$ cat src/rtl/seg_display_sched.sv
// seg_display_sched: FIFO-buffered scheduler for the 7-segment pins.
// Each queued entry is shown for max(dwell,1) cycles.
//
// Ports:
//   clk      - system clock, rising edge
//   rst      - async reset, active-low
//   wr_valid - core presents an entry
//   wr_ready - FIFO can accept (!full)
//   wr_data  - bit7=1 raw [6:0], else hex digit [3:0]
//   dwell    - display cycles, sampled at load
//   level    - FIFO occupancy
//   busy     - not idle or FIFO non-empty
//   segments - bit0=a .. bit6=g, registered
//
// Build option: define SEG_GAP_EN to blank the
// display for GAP_CYCLES cycles between queued
// digits.
module seg_display_sched #(
  parameter int DEPTH      = 4,
  parameter int DWELL_W    = 8,
  parameter int GAP_CYCLES = 2
) (
  input  logic                   clk,
  input  logic                   rst,
  input  logic                   wr_valid,
  output logic                   wr_ready,
  input  logic [7:0]             wr_data,
  input  logic [DWELL_W-1:0]     dwell,
  output logic [$clog2(DEPTH):0] level,
  output logic                   busy,
  output logic [6:0]             segments
);

  localparam int AW = $clog2(DEPTH);

  localparam logic [1:0] S_IDLE = 2'd0;
  localparam logic [1:0] S_SHOW = 2'd1;
`ifdef SEG_GAP_EN
  localparam logic [1:0] S_GAP  = 2'd2;
  localparam int GW = $clog2(GAP_CYCLES + 1);
`endif

  logic [7:0]         mem_q [DEPTH];
  logic [AW-1:0]      wptr_q;
  logic [AW-1:0]      rptr_q;
  logic [AW:0]        lvl_q;
  logic [AW:0]        lvl_d;
  logic [1:0]         state_q;
  logic [1:0]         state_d;
  logic [DWELL_W-1:0] dwc_q;
  logic [DWELL_W-1:0] dwc_d;
  logic [6:0]         seg_q;
  logic [6:0]         seg_d;
`ifdef SEG_GAP_EN
  logic [GW-1:0]      gap_q;
  logic [GW-1:0]      gap_d;
`endif

  logic               full;
  logic               empty;
  logic               push;
  logic               pop;
  logic [7:0]         head;
  logic [6:0]         head_seg;
  logic [DWELL_W-1:0] dwell_m1;

  function automatic logic [6:0] decode(
    input logic [7:0] e
  );
    logic [6:0] s;
    if (e[7]) begin
      s = e[6:0];
    end else begin
      case (e[3:0])
        4'h0:    s = 7'h3F;
        4'h1:    s = 7'h06;
        4'h2:    s = 7'h5B;
        4'h3:    s = 7'h4F;
        4'h4:    s = 7'h66;
        4'h5:    s = 7'h6D;
        4'h6:    s = 7'h7D;
        4'h7:    s = 7'h07;
        4'h8:    s = 7'h7F;
        4'h9:    s = 7'h6F;
        4'hA:    s = 7'h77;
        4'hB:    s = 7'h7C;
        4'hC:    s = 7'h39;
        4'hD:    s = 7'h5E;
        4'hE:    s = 7'h79;
        default: s = 7'h71;
      endcase
    end
    return s;
  endfunction

  // Full blocks writes even when a pop
  // happens in the same cycle.
  assign full     = (lvl_q == (AW+1)'(DEPTH));
  assign empty    = (lvl_q == '0);
  assign push     = wr_valid & ~full;
  assign wr_ready = ~full;
  assign level    = lvl_q;
  assign segments = seg_q;
  assign busy     = (state_q != S_IDLE) | ~empty;

  assign head     = mem_q[rptr_q];
  assign head_seg = decode(head);

  // Counter holds remaining cycles minus one,
  // so dwell=0 shows for one cycle.
  assign dwell_m1 = (dwell == '0) ? '0
                  : dwell - 1'b1;

  always_comb begin
    state_d = state_q;
    dwc_d   = dwc_q;
    seg_d   = seg_q;
    pop     = 1'b0;
`ifdef SEG_GAP_EN
    gap_d   = gap_q;
`endif
    unique case (state_q)
      S_IDLE: begin
        if (!empty) begin
          pop     = 1'b1;
          seg_d   = head_seg;
          dwc_d   = dwell_m1;
          state_d = S_SHOW;
        end
      end
      S_SHOW: begin
        if (dwc_q != '0) begin
          dwc_d = dwc_q - 1'b1;
        end else if (!empty) begin
`ifdef SEG_GAP_EN
          seg_d   = 7'h00;
          gap_d   = GW'(GAP_CYCLES - 1);
          state_d = S_GAP;
`else
          pop     = 1'b1;
          seg_d   = head_seg;
          dwc_d   = dwell_m1;
`endif
        end else begin
          state_d = S_IDLE;
        end
      end
`ifdef SEG_GAP_EN
      // Entries only leave via pop, so the
      // FIFO is still non-empty here.
      S_GAP: begin
        if (gap_q != '0) begin
          gap_d = gap_q - 1'b1;
        end else begin
          pop     = 1'b1;
          seg_d   = head_seg;
          dwc_d   = dwell_m1;
          state_d = S_SHOW;
        end
      end
`endif
      default: begin
        state_d = S_IDLE;
      end
    endcase
  end

  always_comb begin
    lvl_d = lvl_q;
    unique case ({push, pop})
      2'b10:   lvl_d = lvl_q + 1'b1;
      2'b01:   lvl_d = lvl_q - 1'b1;
      default: lvl_d = lvl_q;
    endcase
  end

  // Storage needs no reset: level and
  // pointers define which words are live.
  always_ff @(posedge clk) begin
    if (push) begin
      mem_q[wptr_q] <= wr_data;
    end
  end

  always_ff @(posedge clk or negedge rst) begin
    if (!rst) begin
      wptr_q  <= '0;
      rptr_q  <= '0;
      lvl_q   <= '0;
      state_q <= S_IDLE;
      dwc_q   <= '0;
      seg_q   <= 7'h00;
    end else begin
      if (push) begin
        wptr_q <= wptr_q + 1'b1;
      end
      if (pop) begin
        rptr_q <= rptr_q + 1'b1;
      end
      lvl_q   <= lvl_d;
      state_q <= state_d;
      dwc_q   <= dwc_d;
      seg_q   <= seg_d;
    end
  end

`ifdef SEG_GAP_EN
  always_ff @(posedge clk or negedge rst) begin
    if (!rst) begin
      gap_q <= '0;
    end else begin
      gap_q <= gap_d;
    end
  end
`endif

endmodule

$ cat config.mk
export PLATFORM = sky130hd
export DESIGN_NAME = seg_display_sched
export DESIGN_NICKNAME = d
export VERILOG_FILES = /design/src/rtl/seg_display_sched.sv
export SDC_FILE = /design/constraint.sdc
export NUM_CORES = 1
export LEC_CHECK = 0
export BUFFER_PORTS_ARGS = -buffer_cell sky130_fd_sc_hd__buf_4
export CAP_MARGIN = 20
export CORE_UTILIZATION = 50
export CTS_CLUSTER_SIZE = 14
export DETAILED_ROUTE_END_ITERATION = 12
export PLACE_DENSITY_LB_ADDON = 0.1
export SLEW_MARGIN = 0
export SYNTH_ARGS = -nofsm -noshare
export SYNTH_HDL_FRONTEND = slang
export SYNTH_SLANG_ARGS = --single-unit
$ cat constraint.sdc
create_clock -name clk -period 3.2 [get_ports clk]
set_clock_uncertainty 0.05 [all_clocks]
set_input_delay 0.64 -clock clk [delete_from_list [all_inputs] [get_ports clk]]
set_output_delay 0.64 -clock clk [all_outputs]
set_load 0.005 [all_outputs]
# Word level (Yosys, flattened, before mapping)
# Memory sizes are Yosys's and may differ from the RTL's.
# Cells that the tools add are included.
[totals] input_bits=19 rom_bits=112 ramBits=32 elab_cells=52 n_memories=2 register_bits=24 out_inout_bits=12
[memory_table] name="(name not given)" words=16 width=7 rd=1 rd_ports_with_merged_regs=0 write_ports=0 line_no="74" source="case (e[3:0])"
[memory_table] name="mem_q" words=4 width=8 rd=1 rd_ports_with_merged_regs=0 write_ports=1 line_no="43" source="logic [7:0] mem_q [DEPTH];"
[classes] eq_ne=7 bitwise=4 add_sub_neg=6 mux=18 n_reduce_logical=9
[ops] operator="$mux 8" n=3
[ops] operator="$mux 7" n=3
[ops] operator="$pmux 8 s2" n=1
[ops] operator="$sub 8x1->8 const B" n=2
[ops] operator="$pmux 7 s2" n=1
[ops] operator="$logic_not 8->1" n=1
[ops] operator="$reduce_bool 8->1" n=1
[ops] operator="$mux 2" n=3
[ops] operator="$ne 2x2->1 const B" n=3
[ops] operator="$pmux 3 s2" n=1
[ops] operator="$reduce_bool 2->1" n=3
[ops] operator="$add 2x1->2 const B" n=2
[ops] operator="$eq 2x1->1 const B" n=2
[ops] operator="$mux 1" n=4
[ops] operator="$pmux 2 s2" n=1
[ops] operator="$add 3x1->3 const B" n=1
[ops] operator="$eq 3x3->1 const B" n=1
[ops] operator="$logic_not 3->1" n=1
[ops] operator="$reduce_and 3->1" n=1
[ops] operator="$sub 3x1->3 const B" n=1
[ops] operator="$eq 2x2->1 const B" n=1
[ops] operator="$logic_not 2->1" n=1
[ops] operator="$not 1->1" n=2
[ops] operator="$pmux 1 s2" n=1
[ops] operator="3 further kinds" n=3

# Depth between registers and ports, before layout
# Gate-level depths: netlist of run 1.
[logic_depth] word_depth=6 mapped_depth=13 mapped_depth_nobuf=12

# Least setup slack after synthesis of run 1
# No wires, ideal clock.
[synth_timing] path_kind="register -> register" from="register dwc_q[0]" to="register lvl_q[2], in the netlist level[2]" stages_incl_launch_ff=14 t_arrival_ns=2.620 setup_slack_ns=0.451 required_time_ns=3.071 synth_period_minus_slack_ns=2.749 setup_time_ns=0.079 n_path_buf=1 cell_sequence="dfrtp_1 inv_1 ha_1 or3b_2 o21ai_4 nand2_4 clkinv_2 buf_8 ha_1 inv_1 fa_1 xor2_1 nor2_1 xor2_1"
[synth_via] elab_chain_cells=5 elab_cells_between_ends=7 classes_between="eq/ne (2); mux (3); reduce/logical (2)"
[synth_rtl] item="from (decl)" line_no="50" source="logic [DWELL_W-1:0] dwc_q;"
[synth_rtl] item="from (signal assigned)" line_no="202" source="dwc_q <= dwc_d;"
[synth_rtl] item="$reduce_bool 8->1 *" line_no="132" source="if (dwc_q != '0) begin"
[synth_rtl] item="$mux 1 *" line_no="132"
[synth_rtl] item="$pmux 1 s2 *" line_no="122" source="unique case (state_q)"
[synth_rtl] item="net pop" line_no="62" source="logic pop;"
[synth_rtl] item="$eq 2x1->1 or $eq 2x2->1 (tied branches)" line_no="170" source="unique case ({push, pop})"
[synth_rtl] item="$pmux 3 s2 or $reduce_bool 2->1 (tied branches)"
[synth_rtl] item="to (signal assigned)" line_no="200" source="lvl_q <= lvl_d;"
[synth_rtl] item="to (decl)" line_no="46" source="logic [AW:0] lvl_q;"
# The timed path passes the listed nets; every way through them passes the cells marked *.
# A chain may end at the register's enable or synchronous reset.

# Final worst setup path of run 1
[layout_timing] from="register dwc_q[0]" to="register lvl_q[2], in the netlist level[2]"
[layout_via] elab_chain_cells=5 elab_cells_between_ends=7 classes_between="eq/ne (2); mux (3); reduce/logical (2)"
[layout_rtl] item="$reduce_bool 8->1 *" line_no="132"
[layout_rtl] item="$mux 1 *" line_no="132"
[layout_rtl] item="$pmux 1 s2 *" line_no="122"
[layout_rtl] item="$eq 2x1->1 or $eq 2x2->1 (tied branches)" line_no="170"
[layout_rtl] item="$pmux 3 s2 or $reduce_bool 2->1 (tied branches)"
# Mark *: on every way between the ends. The rest lies on a longest branch, timed or not.

==> implementation parameters, run 1 <==
Parameter                              Value

Run status
  Status    complete, no violations

Floorplanning
  Height of the chip    79.3 um
  Num rows    27
  Area of the core    between 0.005 and 0.006 mm2
  Die Area    0.00628 mm2
  X dimension of the die    79.3 um
  Ports placed on the boundary    31
  Initial cell density of the core    0.529

Placement
  Placed wire-length estimate after detailed placement    a little over 4000 um
  Placed cell count    341
  Number of buffers inserted by port buffering    30
  Routability-driven placement congestion ratio    approximately 0.8

Critical path
  Critical-path cell with the highest stage delay    sky130_fd_sc_hd__or3b_2
  Largest fanout on the critical path    10
  Cell-by-cell listing of the critical path    inv_1 > ha_1 > or3b_2 > o21ai_4 > nand2_4 > clkinv_2 > ha_1 > inv_1 > fa_1 > xor2_1 > nor2_1 > xor2_1
  Worst R2R Setup Slack    0.35 ns
  Launch instance of the worst register-to-register path    dwc_q[0]$_DFF_PN0_
  Length in cells of the worst reg-to-reg path    12
  Critical Path RT    3.38 ns
  CP startpoint kind    register
  Cell type group with the largest total delay on the critical path    adder cells
  Crit path kind    register to register
  Buf/Inv on CP    3
  Crit. End Element    register
  Worst flop-to-flop path endpoint    level[2]$_DFFE_PN0P_
  Critical path arrival    3.02 ns
  Delay of the slowest cell on the worst path    0.53 ns

Clocking
  Clock tree from TritonCTS    built
  Source-to-sink clock delay at the later pin of the worst-skew pair    0.30 ns
  Number of H-tree levels    2
  Total of hold buffers inserted after clock tree synthesis    0
  Largest buffer count on any clock path    2
  Clock-pin slew of the registers on the worst-case setup and hold paths    ~0.10 ns
  Count of cells resized by post-cts repair    0
  Total CTS buffers    5
  Number of buffers inserted by post-CTS setup repair    0
  CTS sink count    55
  Cell chosen for the clock root    sky130_fd_sc_hd__clkbuf_8

GRT
  Global routing usage summed across all routing layers    0.193
  First-pass GRT wire length    9030 um
  Antenna violations before repair    0
  Maximum number of pins on one net before global-route repair    24
  Vias in the first global route    1,908
  Remaining global-route overflow    0

Synth
  Portion of synthesized cell area occupied by the leading cell type    0.322
  Synthesized Nets    between 200 and 300
  Register area share after synthesis    0.515
  Post-synth top cells    32 x sky130_fd_sc_hd__edfxtp_1, 23 x sky130_fd_sc_hd__dfrtp_1, 17 x sky130_fd_sc_hd__a21oi_1, 17 x sky130_fd_sc_hd__inv_1, 16 x sky130_fd_sc_hd__ha_1
  Proportion of synthesized flip-flops having asynchronous set or reset    0.418
  Seq cells post-synth    55
  Unique masters post-synth    49
  Cell types occupying the most area after synthesis    sky130_fd_sc_hd__edfxtp_1 32%, sky130_fd_sc_hd__dfrtp_1 19%, sky130_fd_sc_hd__mux4_2 7.5%
  Area of the mapped netlist    0.00299 mm2
  Predominant post-synthesis flop cell    sky130_fd_sc_hd__edfxtp_1
  Dominant cell type by area after synthesis    sky130_fd_sc_hd__edfxtp_1
  Number of instances in the synthesized netlist    roughly 240
  Post-synth EDFFs    32
  Number of warnings printed during yosys synthesis    0
  Leading cell type by number of instances after synthesis    sky130_fd_sc_hd__edfxtp_1
  Average cell area after synthesis    roughly 12 um2

Timing
  Final TNS setup    0 ns
  Actual slew at the worst max-slew pin    roughly 0.6 ns
  Post-route clock period utilization    0.889
  Final hold violation count    0
  Number of setup violations in the final report    0
  Number of slew-limit violations in the final report    0
  F_max    0.351 GHz
  Min Clock Period, post-route    ~2.8 ns
  Setup repair after global routing missed its margin    false
  Remaining max-slew budget at the tightest pin    0.588

Detailed routing
  Starting DRT DRC Count    93
  DRC    0
  Vias per cell    between 5 and 6
  Detailed Route WL    5420 um
  Top Layer Used    met4
  TritonRoute pass-1 iters    4
  Count of nets left with antenna violations after detail routing    0
  Wire length per cell    15.5 um
  Total via count after detailed routing    1,977
  Wl on met1    2520 um
  Met2 Routed Length    roughly 2600 um
  Wire length on met3    178 um

Cells and area
  Nets@finish    ~310
  P&R area growth vs syn    13.3%
  Fraction of final layout cells sized beyond drive strength 1    0.224
  ANT cells    0
  Finished Layout Cells    roughly 350

Pwr
  Leak Pwr    approximately 1.3 nW
  Reg power frac    0.393
  Switching portion of total power    0.373
  Power density over cell area    859 mW/mm2
  Internal    0.00182 W
  Highest ir drop seen on vdd    0.000365 V
  Share of power burned in the clock network    0.153
  Reported net switching power    about 0.0011 W
  Combinational fraction of design power    0.454

Min path
  Class of the tightest hold or removal check    input port to asynchronous set/reset pin

Flow run
  Number of max-capacitance violations reported    0
-- worst max path at each step --
stage                                  start              endpoint  cells past startpoint
after floorplan           dwc_q[0]$_DFF_PN0_  level[2]$_DFFE_PN0P_                     13
after global placement    dwc_q[0]$_DFF_PN0_  level[2]$_DFFE_PN0P_                     12
after detailed placement  dwc_q[0]$_DFF_PN0_  level[2]$_DFFE_PN0P_                     12
after CTS                 dwc_q[0]$_DFF_PN0_  level[2]$_DFFE_PN0P_                     12
after global routing      dwc_q[0]$_DFF_PN0_  level[2]$_DFFE_PN0P_                     12
final                     dwc_q[0]$_DFF_PN0_  level[2]$_DFFE_PN0P_                     12
-- power by group through the flow --
| stage | clock network [W] | registers, W | logic, W |
|---|---|---|---|
| finish | 0.000444 | 0.00114 | 0.00132 |
| global placement | 0 | 0.00115 | 0.00131 |
| global route | 0.000487 | 0.00118 | 0.00148 |
| CTS | 0.000458 | 0.00114 | 0.00132 |
| detailed placement | 0 | 0.00116 | 0.00132 |
| floorplan | 0 | 0.00113 | 0.000957 |
-- sequential cells by signal, indices dropped and copies added (netlist names) --
| signal | flops |
|---|---|
| mem_q | 32 |
| dwc_q | 8 |
| segments | 7 |
| level | 3 |
| rptr_q | 2 |
| wptr_q | 2 |
| state_q | 1 |
-- routing by layer --
metal	vias up	track usage
li1	966	-
met1	960	0.257
met2	42	0.314
met3	9	0.0402
met4	0	0.0618
met5	-	0
-- cell families after synthesis --
| group | count (synthesis) | synth area share |
|---|---|---|
| compound gates | 49 | 0.115 |
| xor+xnor | 13 | 0.0381 |
| fa+ha+maj | 17 | 0.0738 |
| buf+inv | 25 | 0.0394 |
| flops | 55 | 0.515 |
| mux | 17 | 0.100 |
| simple gates | 67 | 0.119 |
-- placed cells by master (no fill, tap or decap), types with 4 or more instances in the layout --
master / n
sky130_fd_sc_hd__a211oi_1: 4
sky130_fd_sc_hd__and3_1: 4
sky130_fd_sc_hd__clkbuf_8: 5
sky130_fd_sc_hd__nand2b_1: 10
sky130_fd_sc_hd__edfxtp_1: 32
sky130_fd_sc_hd__buf_4: 33
sky130_fd_sc_hd__dfrtp_1: 23
sky130_fd_sc_hd__nor3_1: 9
sky130_fd_sc_hd__nor2_1: 12
sky130_fd_sc_hd__inv_1: 17
sky130_fd_sc_hd__mux4_2: 10
sky130_fd_sc_hd__a21oi_1: 17
sky130_fd_sc_hd__ha_1: 16
sky130_fd_sc_hd__mux2i_1: 4
sky130_fd_sc_hd__nand3_1: 6
sky130_fd_sc_hd__o21ai_0: 5
sky130_fd_sc_hd__xnor2_1: 10
sky130_fd_sc_hd__nand2_1: 14
-- through the flow --
step | hold WS, ns | cell area [um2] | total power, W | util | setup slack, ns
6_report | 0.163 | 3380 | 0.00290 | 0.599 | 0.354
5_1_grt | 0.163 | 3380 | 0.00314 | 0.599 | 0.183
4_1_cts | 0.166 | 3380 | 0.00293 | 0.599 | 0.352
3_5_place_dp | 0.423 | 3270 | 0.00248 | 0.580 | 0.384
3_3_place_gp | 0.429 | 3270 | 0.00246 | 0.580 | 0.447
2_1_floorplan | 0.294 | 2990 | 0.00208 | - | 0.451
-- cell type report --
class,instances,area [um2]
Fill cell,455,2260
Sequential cell,55,1540
Multi-Input combinational cell,163,1330
Timing Repair Buffer,33,248
Tap cell,72,90.1
Clock buffer,5,68.8
Inverter,18,68.8
Clock inverter,3,38.8
No activity file was read; power rests on OpenSTA's default activity.
==> inputs of run 2 (changes only) <==
Settings changed: CORE_UTILIZATION 50 to 35.
==> implementation parameters, run 2 (synthesis gave the netlist of run 1 again) <==
Parameter                              Value

Critical path
  Critical path arrival    3.02 ns
  Crit. End Element    register
  Crit path kind    register to register
  Largest fanout on the critical path    10
  Critical Path RT    3.39 ns
  Worst R2R Setup Slack    0.37 ns
  CP startpoint kind    register

Floorplanning
  Die Area    0.00890 mm2
  Num rows    33
  X dimension of the die    94.4 um
  Height of the chip    94.4 um
  Area of the core    0.00822 mm2
  Ports placed on the boundary    31
  Initial cell density of the core    0.363

Detailed routing
  DRC    0
  Count of nets left with antenna violations after detail routing    0
  TritonRoute pass-1 iters    4
  Detailed Route WL    5760 um
  Starting DRT DRC Count    46
  Wire length per cell    15.1 um
  Total via count after detailed routing    1,951
  Vias per cell    slightly above 5

GRT
  Remaining global-route overflow    0
  Antenna violations before repair    0
  Vias in the first global route    1,862
  Maximum number of pins on one net before global-route repair    24
  First-pass GRT wire length    9380 um
  Global routing usage summed across all routing layers    0.139

Cells and area
  P&R area growth vs syn    14.8%
  ANT cells    0
  Register area    0.00154 mm2
  Register with the most flip-flops    mem_q
  Non-Filler Cell Area, Final    ~0.0034 mm2
  Most frequent cells in the layout    33 x sky130_fd_sc_hd__buf_4, 32 x sky130_fd_sc_hd__edfxtp_1, 23 x sky130_fd_sc_hd__dfrtp_1
  Nets@finish    roughly 310
  Fill count    794
  Commonest non-fill, non-tap cell in the layout    sky130_fd_sc_hd__buf_4
  Fraction of final layout cells sized beyond drive strength 1    0.224
  Area of the multi-input gates    0.00133 mm2
  Number of flip-flops under the largest register name    32
  Core occupancy in the finished layout    0.417

Clocking
  Total of hold buffers inserted after clock tree synthesis    0
  Clock-pin slew of the registers on the worst-case setup and hold paths    0.10 ns
  Largest buffer count on any clock path    2
  CTS sink count    55
  Clock tree from TritonCTS    built
  Cell chosen for the clock root    sky130_fd_sc_hd__clkbuf_8
  Total CTS buffers    5
  Count of cells resized by post-cts repair    0
  Number of H-tree levels    2
  Number of buffers inserted by post-CTS setup repair    0
  Source-to-sink clock delay at the later pin of the worst-skew pair    roughly 0.3 ns

Timing
  Number of setup violations in the final report    0
  Post-route clock period utilization    0.885
  Number of slew-limit violations in the final report    0
  Final hold violation count    0
  Actual slew at the worst max-slew pin    between 0.6 and 0.7 ns
  Min Clock Period, post-route    roughly 2.8 ns
  Setup repair after global routing missed its margin    false
  F_max    0.353 GHz
  Final TNS setup    0 ns
  Remaining max-slew budget at the tightest pin    0.586

Placement
  Placed wire-length estimate after detailed placement    4390 um
  Number of buffers inserted by port buffering    30
  Cell area reported after detailed placement    0.00332 mm2
  Routability-driven placement congestion ratio    just under 0.8

Min path
  Class of the tightest hold or removal check    input port to asynchronous set/reset pin

Pwr
  Power density over cell area    855 mW/mm2
  Highest ir drop seen on vdd    0.000311 V
  Leak Pwr    roughly 1.3 nW

Flow run
  Number of max-capacitance violations reported    0

Run status
  Status    complete, no violations
run 2: metrics by stage:
| step | setup WS (ns) | total power (W) | hold slack (ns) | std cells |
|---|---|---|---|---|
| floorplan | 0.451 | 0.00208 | 0.294 | 243 |
| global placement | 0.430 | 0.00250 | 0.427 | 374 |
| detailed placement | 0.375 | 0.00249 | 0.433 | 374 |
| CTS | 0.359 | 0.00297 | 0.166 | 382 |
| global route | 0.120 | 0.00317 | 0.161 | 382 |
| finish | 0.367 | 0.00293 | 0.163 | 382 |
run 2: power by group:
part	switching (W)	internal (W)	total [W]	leakage, nW
Combinational	0.000718	0.000608	0.00133	0.713
Clock	0.000231	0.000234	0.000464	0.0562
Sequential	0.000155	0.000984	0.00114	0.562
run 2: final cells by class:
type	count	area share
clock buffers	5	0.0201
clock inverters	3	0.0124
inverters	18	0.0201
multi-input cells	163	0.388
well taps	105	0.0383
repair buffers	33	0.0723
flip-flops and latches	55	0.448
run 2: per-layer routing:
metal,share of wire,track usage,vias up
met1,0.49,0.194,953
met5,0,0,-
met2,0.48,0.224,31
met4,0.0071,0.0308,0
li1,-,-,963
met3,0.030,0.0266,4
run 2: worst paths after layout:
| check | depth (start not counted) | endpoint | from |
|---|---|---|---|
| worst max-delay path | 12 | level[2]$_DFFE_PN0P_ | dwc_q[0]$_DFF_PN0_ |
| worst min-delay path | 1 | dwc_q[7]$_DFF_PN0_ | rst |
| worst max register to register | 12 | level[2]$_DFFE_PN0P_ | dwc_q[0]$_DFF_PN0_ |
| worst min register to register | 2 | segments[2]$_DFFE_PN0P_ | segments[2]$_DFFE_PN0P_ |
| max in group asynchronous | 1 | segments[1]$_DFFE_PN0P_ | rst |
| min in group clk | 2 | segments[2]$_DFFE_PN0P_ | segments[2]$_DFFE_PN0P_ |
run 2: critical path, cell delays in order, from the launching register on:
cell                       delay, ns
sky130_fd_sc_hd__dfrtp_1        0.42
sky130_fd_sc_hd__inv_1          0.11
sky130_fd_sc_hd__ha_1           0.21
sky130_fd_sc_hd__or3b_2         0.54
sky130_fd_sc_hd__o21ai_4        0.21
sky130_fd_sc_hd__nand2_4        0.13
sky130_fd_sc_hd__clkinv_2       0.09
sky130_fd_sc_hd__ha_1           0.17
sky130_fd_sc_hd__inv_1          0.06
sky130_fd_sc_hd__fa_1           0.37
sky130_fd_sc_hd__xor2_1         0.15
sky130_fd_sc_hd__nor2_1         0.11
sky130_fd_sc_hd__xor2_1         0.14
==> inputs of run 3 (changes only) <==
Settings changed: CAP_MARGIN 20 to unset, MAX_ROUTING_LAYER set to met4.
==> implementation parameters, run 3 (synthesis gave the netlist of run 1 again) <==
Parameter                              Value

Cells and area
  Fill count    794
  P&R area growth vs syn    14.8%
  ANT cells    0
  Most frequent cells in the layout    33 x sky130_fd_sc_hd__buf_4, 32 x sky130_fd_sc_hd__edfxtp_1, 23 x sky130_fd_sc_hd__dfrtp_1
  Register with the most flip-flops    mem_q
  Number of flip-flops under the largest register name    32
  Core occupancy in the finished layout    0.417
  Finished Layout Cells    around 380
  Nets@finish    312
  Commonest non-fill, non-tap cell in the layout    sky130_fd_sc_hd__buf_4
  Fraction of final layout cells sized beyond drive strength 1    0.224

GRT
  Antenna violations before repair    0
  Global routing usage summed across all routing layers    0.144
  First-pass GRT wire length    9400 um
  Vias in the first global route    1,865
  Maximum number of pins on one net before global-route repair    24
  Remaining global-route overflow    0

Floorplanning
  Num rows    33
  X dimension of the die    94.4 um
  Die Area    between 0.008 and 0.009 mm2
  Area of the core    between 0.008 and 0.009 mm2
  Initial cell density of the core    0.363
  Ports placed on the boundary    31
  Height of the chip    94.4 um

Placement
  Placed cell count    roughly 370
  Routability-driven placement congestion ratio    0.786
  Number of buffers inserted by port buffering    30
  Placed wire-length estimate after detailed placement    4390 um

Critical path
  Crit. End Element    register
  Largest fanout on the critical path    10
  CP startpoint kind    register
  Critical Path RT    3.39 ns
  Critical path arrival    3.02 ns
  Crit path kind    register to register

Timing
  Final TNS setup    0 ns
  Setup repair after global routing missed its margin    false
  Post-route clock period utilization    0.884
  Number of slew-limit violations in the final report    0
  Remaining max-slew budget at the tightest pin    0.579
  Final hold violation count    0
  F_max    0.353 GHz
  Number of setup violations in the final report    0
  Min Clock Period, post-route    ~2.8 ns
  Actual slew at the worst max-slew pin    ~0.63 ns

Min path
  Class of the tightest hold or removal check    input port to asynchronous set/reset pin

Detailed routing
  Wire length per cell    between 15 and 20 um
  Starting DRT DRC Count    between 40 and 50
  Count of nets left with antenna violations after detail routing    0
  Total via count after detailed routing    1,938
  DRC    0
  Detailed Route WL    ~5800 um
  TritonRoute pass-1 iters    4
  Vias per cell    between 5 and 6

Clocking
  Clock tree from TritonCTS    built
  Total CTS buffers    5
  Number of H-tree levels    2
  Count of cells resized by post-cts repair    0
  Total of hold buffers inserted after clock tree synthesis    0
  Cell chosen for the clock root    sky130_fd_sc_hd__clkbuf_8
  Clock-pin slew of the registers on the worst-case setup and hold paths    0.10 ns
  Largest buffer count on any clock path    2
  CTS sink count    between 50 and 60
  Source-to-sink clock delay at the later pin of the worst-skew pair    approximately 0.3 ns
  Number of buffers inserted by post-CTS setup repair    0

Flow run
  Number of max-capacitance violations reported    0

Run status
  Status    complete, no violations

Pwr
  Leak Pwr    1.33 nW
  Power density over cell area    ~860 mW/mm2
  Highest ir drop seen on vdd    between 0.0003 and 0.0004 V
run 3: cell counts in the layout (fill, tap and decap cells not counted):
Identical to the previous run, type by type.
run 3: worst max-delay path, stage by stage (launching register included):
cell	delay, ns
sky130_fd_sc_hd__dfrtp_1	0.42
sky130_fd_sc_hd__inv_1	0.11
sky130_fd_sc_hd__ha_1	0.21
sky130_fd_sc_hd__or3b_2	0.53
sky130_fd_sc_hd__o21ai_4	0.21
sky130_fd_sc_hd__nand2_4	0.13
sky130_fd_sc_hd__clkinv_2	0.09
sky130_fd_sc_hd__ha_1	0.17
sky130_fd_sc_hd__inv_1	0.06
sky130_fd_sc_hd__fa_1	0.37
sky130_fd_sc_hd__xor2_1	0.15
sky130_fd_sc_hd__nor2_1	0.11
sky130_fd_sc_hd__xor2_1	0.14
run 3: final timing paths:
kind	start	end	depth (start not counted)	slack, ns
worst max-delay path	dwc_q[0]$_DFF_PN0_	level[2]$_DFFE_PN0P_	12	0.37
worst min-delay path	rst	dwc_q[7]$_DFF_PN0_	1	0.16
worst max register to register	dwc_q[0]$_DFF_PN0_	level[2]$_DFFE_PN0P_	12	0.37
worst min register to register	segments[2]$_DFFE_PN0P_	segments[2]$_DFFE_PN0P_	2	0.44
max in group asynchronous	rst	segments[1]$_DFFE_PN0P_	1	2.71
min in group clk	segments[2]$_DFFE_PN0P_	segments[2]$_DFFE_PN0P_	2	0.44
run 3: layout make-up:
class	instances	area [um2]	share of cell area
clock inverter	3	42.5	0.0124
timing repair buffer	33	248	0.0723
clock buffer	5	68.8	0.0201
multi-input combinational	163	1330	0.388
inverter	18	68.8	0.0201
tap	105	131	0.0383
sequential	55	1540	0.448
run 3: per-layer routing:
layer / global-route usage / wire [um] / up-vias
met3: 0.0266 / 173 / 4
li1: - / - / 962
met1: 0.195 / 2830 / 943
met2: 0.225 / 2730 / 29
met5: - / 0 / -
met4: 0.0308 / 35 / 0
run 3: through the flow:
step	hold WS (ns)	power (W)	setup slack, ns	area, um2
floorplan	0.294	0.00208	0.451	2990
global placement	0.427	0.00250	0.430	3320
detailed placement	0.433	0.00249	0.375	3320
CTS	0.166	0.00297	0.359	3430
global route	0.165	0.00317	0.121	3430
finish	0.163	0.00293	0.370	3430
run 3: where the power goes:
part / internal, W / switching, W
Combinational: 0.000608 / 0.000718
Clock: 0.000234 / 0.000232
Sequential: 0.000984 / 0.000155
Total: 0.00183 / 0.00111
